===== src/rtl/regfile_write_arbiter_if.sv =====
// Bundle of two writeback requester channels plus the register-file write port
// they share; master drives requests, slave is the arbiter.
interface regfile_write_arbiter_if #(
    parameter int unsigned DATA_W = 64
);
    logic              hold;
    logic              req0;
    logic              req1;
    logic [4:0]        rd0;
    logic [4:0]        rd1;
    logic [DATA_W-1:0] data0;
    logic [DATA_W-1:0] data1;
    logic              ack0;
    logic              ack1;
    logic [4:0]        rw;
    logic [DATA_W-1:0] bus_w;
    logic              reg_wr;
    logic              conflict;
    logic [31:0]       wr_count;

    modport master (
        output hold, req0, req1, rd0, rd1, data0, data1,
        input  ack0, ack1, rw, bus_w, reg_wr, conflict, wr_count
    );

    modport slave (
        input  hold, req0, req1, rd0, rd1, data0, data1,
        output ack0, ack1, rw, bus_w, reg_wr, conflict, wr_count
    );
endinterface


===== src/rtl/regfile_write_arbiter.sv =====
// Two-requester round-robin arbiter for a single register-file write port,
// with registered outputs, r31 write suppression and a write counter.
module regfile_write_arbiter #(
    parameter int unsigned DATA_W = 64
) (
    input logic                    clk,
    input logic                    rst,
    regfile_write_arbiter_if.slave bus
);
    localparam logic [4:0] ZERO_REG = 5'd31;

    logic              ptr;
    logic              elig0_c;
    logic              elig1_c;
    logic              grant0_c;
    logic              grant1_c;
    logic              grant_any_c;
    logic              write_c;
    logic              conflict_c;
    logic [4:0]        grant_rd_c;
    logic [DATA_W-1:0] grant_data_c;

    // Grant selection: a requester is blocked during its own ack cycle, and
    // the pointer only breaks ties when both are eligible.
    always_comb begin
        elig0_c      = 1'b0;
        elig1_c      = 1'b0;
        grant0_c     = 1'b0;
        grant1_c     = 1'b0;
        grant_any_c  = 1'b0;
        write_c      = 1'b0;
        conflict_c   = 1'b0;
        grant_rd_c   = bus.rd0;
        grant_data_c = bus.data0;

        elig0_c  = bus.req0 & ~bus.ack0 & ~bus.hold;
        elig1_c  = bus.req1 & ~bus.ack1 & ~bus.hold;
        grant0_c = elig0_c & (~elig1_c | ~ptr);
        grant1_c = elig1_c & (~elig0_c | ptr);
        grant_any_c = grant0_c | grant1_c;

        if (grant1_c) begin
            grant_rd_c   = bus.rd1;
            grant_data_c = bus.data1;
        end

        write_c    = grant_any_c && (grant_rd_c != ZERO_REG);
        conflict_c = elig0_c && elig1_c && (bus.rd0 == bus.rd1) && (bus.rd0 != ZERO_REG);
    end

    // Output and pointer registers; rw/bus_w hold when nothing is granted.
    always_ff @(posedge clk or posedge rst) begin
        if (rst) begin
            ptr          <= 1'b0;
            bus.ack0     <= 1'b0;
            bus.ack1     <= 1'b0;
            bus.rw       <= 5'd0;
            bus.bus_w    <= '0;
            bus.reg_wr   <= 1'b0;
            bus.conflict <= 1'b0;
            bus.wr_count <= 32'd0;
        end else begin
            bus.ack0     <= grant0_c;
            bus.ack1     <= grant1_c;
            bus.reg_wr   <= write_c;
            bus.conflict <= conflict_c;
            bus.wr_count <= bus.wr_count + 32'(write_c);
            if (grant_any_c) begin
                ptr       <= grant0_c;
                bus.rw    <= grant_rd_c;
                bus.bus_w <= grant_data_c;
            end
        end
    end
endmodule


===== src/flat_wrapper.sv =====
// flat-port wrapper written by rule: the top's interface ports become plain ports
module regfile_write_arbiter_flat 
#(
    parameter int unsigned DATA_W = 64
)
  (clk, rst, bus_hold, bus_req0, bus_req1, bus_rd0, bus_rd1, bus_data0, bus_data1, bus_ack0, bus_ack1, bus_rw, bus_bus_w, bus_reg_wr, bus_conflict, bus_wr_count);
  regfile_write_arbiter_if #(.DATA_W(DATA_W)) bus_i ();
  input logic clk;
  input logic rst;
  input wire logic [$bits(bus_i.hold)-1:0] bus_hold;
  input wire logic [$bits(bus_i.req0)-1:0] bus_req0;
  input wire logic [$bits(bus_i.req1)-1:0] bus_req1;
  input wire logic [$bits(bus_i.rd0)-1:0] bus_rd0;
  input wire logic [$bits(bus_i.rd1)-1:0] bus_rd1;
  input wire logic [$bits(bus_i.data0)-1:0] bus_data0;
  input wire logic [$bits(bus_i.data1)-1:0] bus_data1;
  output wire logic [$bits(bus_i.ack0)-1:0] bus_ack0;
  output wire logic [$bits(bus_i.ack1)-1:0] bus_ack1;
  output wire logic [$bits(bus_i.rw)-1:0] bus_rw;
  output wire logic [$bits(bus_i.bus_w)-1:0] bus_bus_w;
  output wire logic [$bits(bus_i.reg_wr)-1:0] bus_reg_wr;
  output wire logic [$bits(bus_i.conflict)-1:0] bus_conflict;
  output wire logic [$bits(bus_i.wr_count)-1:0] bus_wr_count;
  assign bus_i.hold = bus_hold;
  assign bus_i.req0 = bus_req0;
  assign bus_i.req1 = bus_req1;
  assign bus_i.rd0 = bus_rd0;
  assign bus_i.rd1 = bus_rd1;
  assign bus_i.data0 = bus_data0;
  assign bus_i.data1 = bus_data1;
  assign bus_ack0 = bus_i.ack0;
  assign bus_ack1 = bus_i.ack1;
  assign bus_rw = bus_i.rw;
  assign bus_bus_w = bus_i.bus_w;
  assign bus_reg_wr = bus_i.reg_wr;
  assign bus_conflict = bus_i.conflict;
  assign bus_wr_count = bus_i.wr_count;
  regfile_write_arbiter #(.DATA_W(DATA_W)) u_core (.clk(clk), .rst(rst), .bus(bus_i));
endmodule

===== config.mk =====
export PLATFORM = sky130hd
export DESIGN_NAME = regfile_write_arbiter_flat
export DESIGN_NICKNAME = d
export VERILOG_FILES = /design/src/rtl/regfile_write_arbiter_if.sv /design/src/rtl/regfile_write_arbiter.sv /design/src/flat_wrapper.sv
export SDC_FILE = /design/constraint.sdc
export NUM_CORES = 1
export LEC_CHECK = 0
export ABC_AREA = 1
export CORE_ASPECT_RATIO = 1.75
export CORE_UTILIZATION = 37
export CTS_CLUSTER_DIAMETER = 40
export DETAILED_ROUTE_END_ITERATION = 10
export PLACE_DENSITY = 0.77
export SETUP_SLACK_MARGIN = 0.02
export SYNTH_ARGS = -nofsm -noshare
export SYNTH_HDL_FRONTEND = slang
export SYNTH_SLANG_ARGS = --single-unit

===== constraint.sdc =====
create_clock -name clk -period 3.2 [get_ports clk]
set_clock_uncertainty 0.05 [all_clocks]
set_input_delay 0.48 -clock clk [delete_from_list [all_inputs] [get_ports clk]]
set_output_delay 0.48 -clock clk [all_outputs]
set_load 0.02 [all_outputs]

==> results.md <==
- Sequential area share after synthesis: 51.12%
- TritonCTS Buffers: 9
- CTS clock-pin slew for the worst setup and hold paths: 0.07 ns
- Largest net degree at the start of global routing: 62
- Layout filler cell count: 1193
- Initial DRC Count: 229
- Final setup vio count: 0
- Max Clk Rate: 363.4 MHz
- Setup TNS: 0 ns
- Final period util: 86.01%
- RSZ-0062 raised after global routing: false
- Vias per cell: 5.076
- Number of post-CTS setup repair buffers: 0
- Root Buffer: clkbuf_16
- Synthesized Nets: 773
- RD Place Congestion: 0.9422
- Share of layout cells above drive strength 1: 6.407%
- Drt pass-1 iters: 4
- # IOs: 248
- WHS: 0.4442 ns
- Core Area: 0.01352 mm2
- Seq cells post-synth: 106
- YS warnings: 0
- Clk_lat worst skew: 0.35 ns
- Req. time, crit path: 3.39 ns
- Class of the worst hold path: reg -> reg
- Mapped Cells: 628
- Crit Path Max Fanout: 7
- DP Cell Count: 1033
- Bufs on Longest Clock Path: 2
- CP Launch Point: bus_req1
- Routed len/inst: 16.10 um
- Fin cells: 1048
- GRT Util Overall: 23.56%
- FF+latch area: 0.002653 mm2
- Via Count: 5320
- Post-placement setup slack: 0.08765 ns
- Die W: 91.52 um
- Minimum clock period: 2.752 ns
- Remaining global-route overflow: 0
- N_diodes: 0
- Vias in the first global route: 5232
- CP Data Arrival Time: 2.94 ns
- Port buffer count: 247
- PostCTS Resize Cnt: 0
- Max-cap check violation count: 0
- Distinct cells, synth: 32
- Post-Syn Area: 0.005189 mm2
- Pwr dens: 534.3 mW/mm2
- WL final: 16880 um
- FP Rows: 56
- Type of origin of the critical path: input pin
- Die Y: 158.7 um
- Hold-fix buffers, CTS: 0
- Area occupied by multi-input gates: 0.002252 mm2
- Layout Nets: 1015
- # DRC: 0
- Worst Tran Pin Value: 0.8126 ns
- Critical Path Sink Type: flip-flop
- Leak: 0.003577 uW
- Hold Vio Cnt, Final: 0
- Status: finished, final reports clean
- Worst IR drop on VDD: 0.2565 mV
- R2r startpoint: u_core.bus.ack1$_DFF_PP0_
- First-pass GRT wire length: 26210 um
- HPWL Detailed: 12840 um
- Antenna violations before repair: 0
- CTS tree: done
- Starting Density: 38.37%
- Setup CP Type: in -> reg
- Rel. slew slack: 45.71%
- Avg Cell Area, Syn: 8.262 um2
- Area grow syn2layout: 57.08%
- Hold path startpoint: u_core.bus.wr_count[31]$_DFF_PP0_
- Die ar.: 0.01452 mm2
- Clock Sinks: 106
- CTS H-tree lvls: 3
- Worst setup margin: 0.4478 ns
- Final Max Tran Viols: 0
- Antenna-violating nets left: 0
==> final timing paths <==
| kind | depth (start not counted) | endpoint | slack (ns) |
|---|---|---|---|
| setup / recovery | 18 | u_core.bus.wr_count[30]$_DFF_PP0_ | 0.45 |
| hold / removal | 2 | u_core.bus.wr_count[31]$_DFF_PP0_ | 0.44 |
| setup reg to reg | 18 | u_core.bus.wr_count[30]$_DFF_PP0_ | 0.61 |
| hold reg to reg | 2 | u_core.bus.wr_count[31]$_DFF_PP0_ | 0.44 |
| max in group asynchronous | 3 | u_core.bus.bus_w[63]$_DFFE_PP0P_ | 1.77 |
| min in group asynchronous | 2 | u_core.bus.bus_w[9]$_DFFE_PP0P_ | 0.58 |
==> worst max-delay path: stages <==
cell and delay [ns]:
clkdlybuf4s50_1 0.48, nand2_1 0.09, nor2_4 0.16, nand2_2 0.13
nand2_1 0.11, nand2_1 0.05, nand3_1 0.07, nand2_1 0.05
nand2_1 0.08, ha_1 0.17, ha_1 0.25, nand2_1 0.08
nor2_1 0.13, nand2_1 0.11, nor3_2 0.29, nand2_1 0.10
nand2_1 0.06, nand2_1 0.04
==> cell usage in the layout, fill, tap and decap left out, types with 9 or more instances in the layout <==
cell type and n:
nand2_1 209, nor2_1 29, xor2_1 17, nand3_1 146, clkbuf_16 9, buf_4 9, clkdlybuf4s50_1 247, nand4_1 10
dfrtp_1 106, inv_1 22
==> cells in the mapped netlist (all sizes together) <==
master	count	area, um2
dfrtp	106	2653
inv	29	108.9
nand4	10	62.56
nor2	38	180.2
a21oi	2	10.01
xnor2	2	17.52
o22ai	1	6.260
a31oi	3	18.77
and3	1	6.260
nand3	149	775.7
ha	2	25.02
o21bai	1	7.510
nor3	10	75.07
xor2	17	148.9
nand2	215	819.5
a211oi	2	15.01
o21ai	3	15.01
buf	28	177.7
nor2b	1	6.260
nand3b	6	45.04
o21a	2	15.01
==> state kept, by name, summed over array words and instances (netlist names) <==
register,flops
u_core.ptr,1
u_core.bus.rw,5
u_core.bus.ack1,1
u_core.bus.conflict,1
u_core.bus.ack0,1
u_core.bus.reg_wr,1
u_core.bus.wr_count,32
u_core.bus.bus_w,64
==> metrics by stage <==
stage / instance area (um2) / utilization [%] / power [uW]
floorplan: 5192 / - / 2409
global placement: 7835 / 57.94 / 3183
detailed placement: 7835 / 57.94 / 3194
CTS: 8150 / 60.27 / 4395
global route: 8150 / 60.27 / 4575
finish: 8150 / 60.27 / 4355
==> report_power, final <==
| group | leakage [uW] | switching, uW | total [uW] | internal [uW] |
|---|---|---|---|---|
| registers | 0.00131 | 171 | 1730 | 1560 |
| clock network | 0.000154 | 506 | 1200 | 690 |
| logic | 0.00212 | 735 | 1430 | 695 |
| total | 0.00358 | 1410 | 4350 | 2940 |
==> layer usage <==
metal | part of all wire (%) | wire length [um] | global-route usage, % | vias up
met3 | 6.6 | 1114 | 6.113 | 48
met4 | 4.3 | 730 | 12.17 | 0
met2 | 53 | 8993 | 42.46 | 226
met5 | 0 | 0 | 0 | -
met1 | 36 | 6040 | 25.19 | 2500
li1 | - | - | - | 2546
==> kinds of logic after synthesis <==
group                    count (synthesis)  synth area share, %
flip-flops                             106                51.12
AND/OR/NAND/NOR                        430                37.98
buffers and inverters                   57                5.522
XOR/XNOR                                19                3.207
adder cells (fa/ha/maj)                  2               0.4822
AO/OA/AOI/OAI                           14                1.688
==> cell type report <==
class	instances	share of cell area, %
clock buffer	10	2.809
clock inverter	5	1.059
inverter	29	1.382
multi-input combinational	465	27.63
sequential	106	32.55
tap	174	2.671
timing repair buffer	259	31.90
Power figures use the tool's default switching activity.
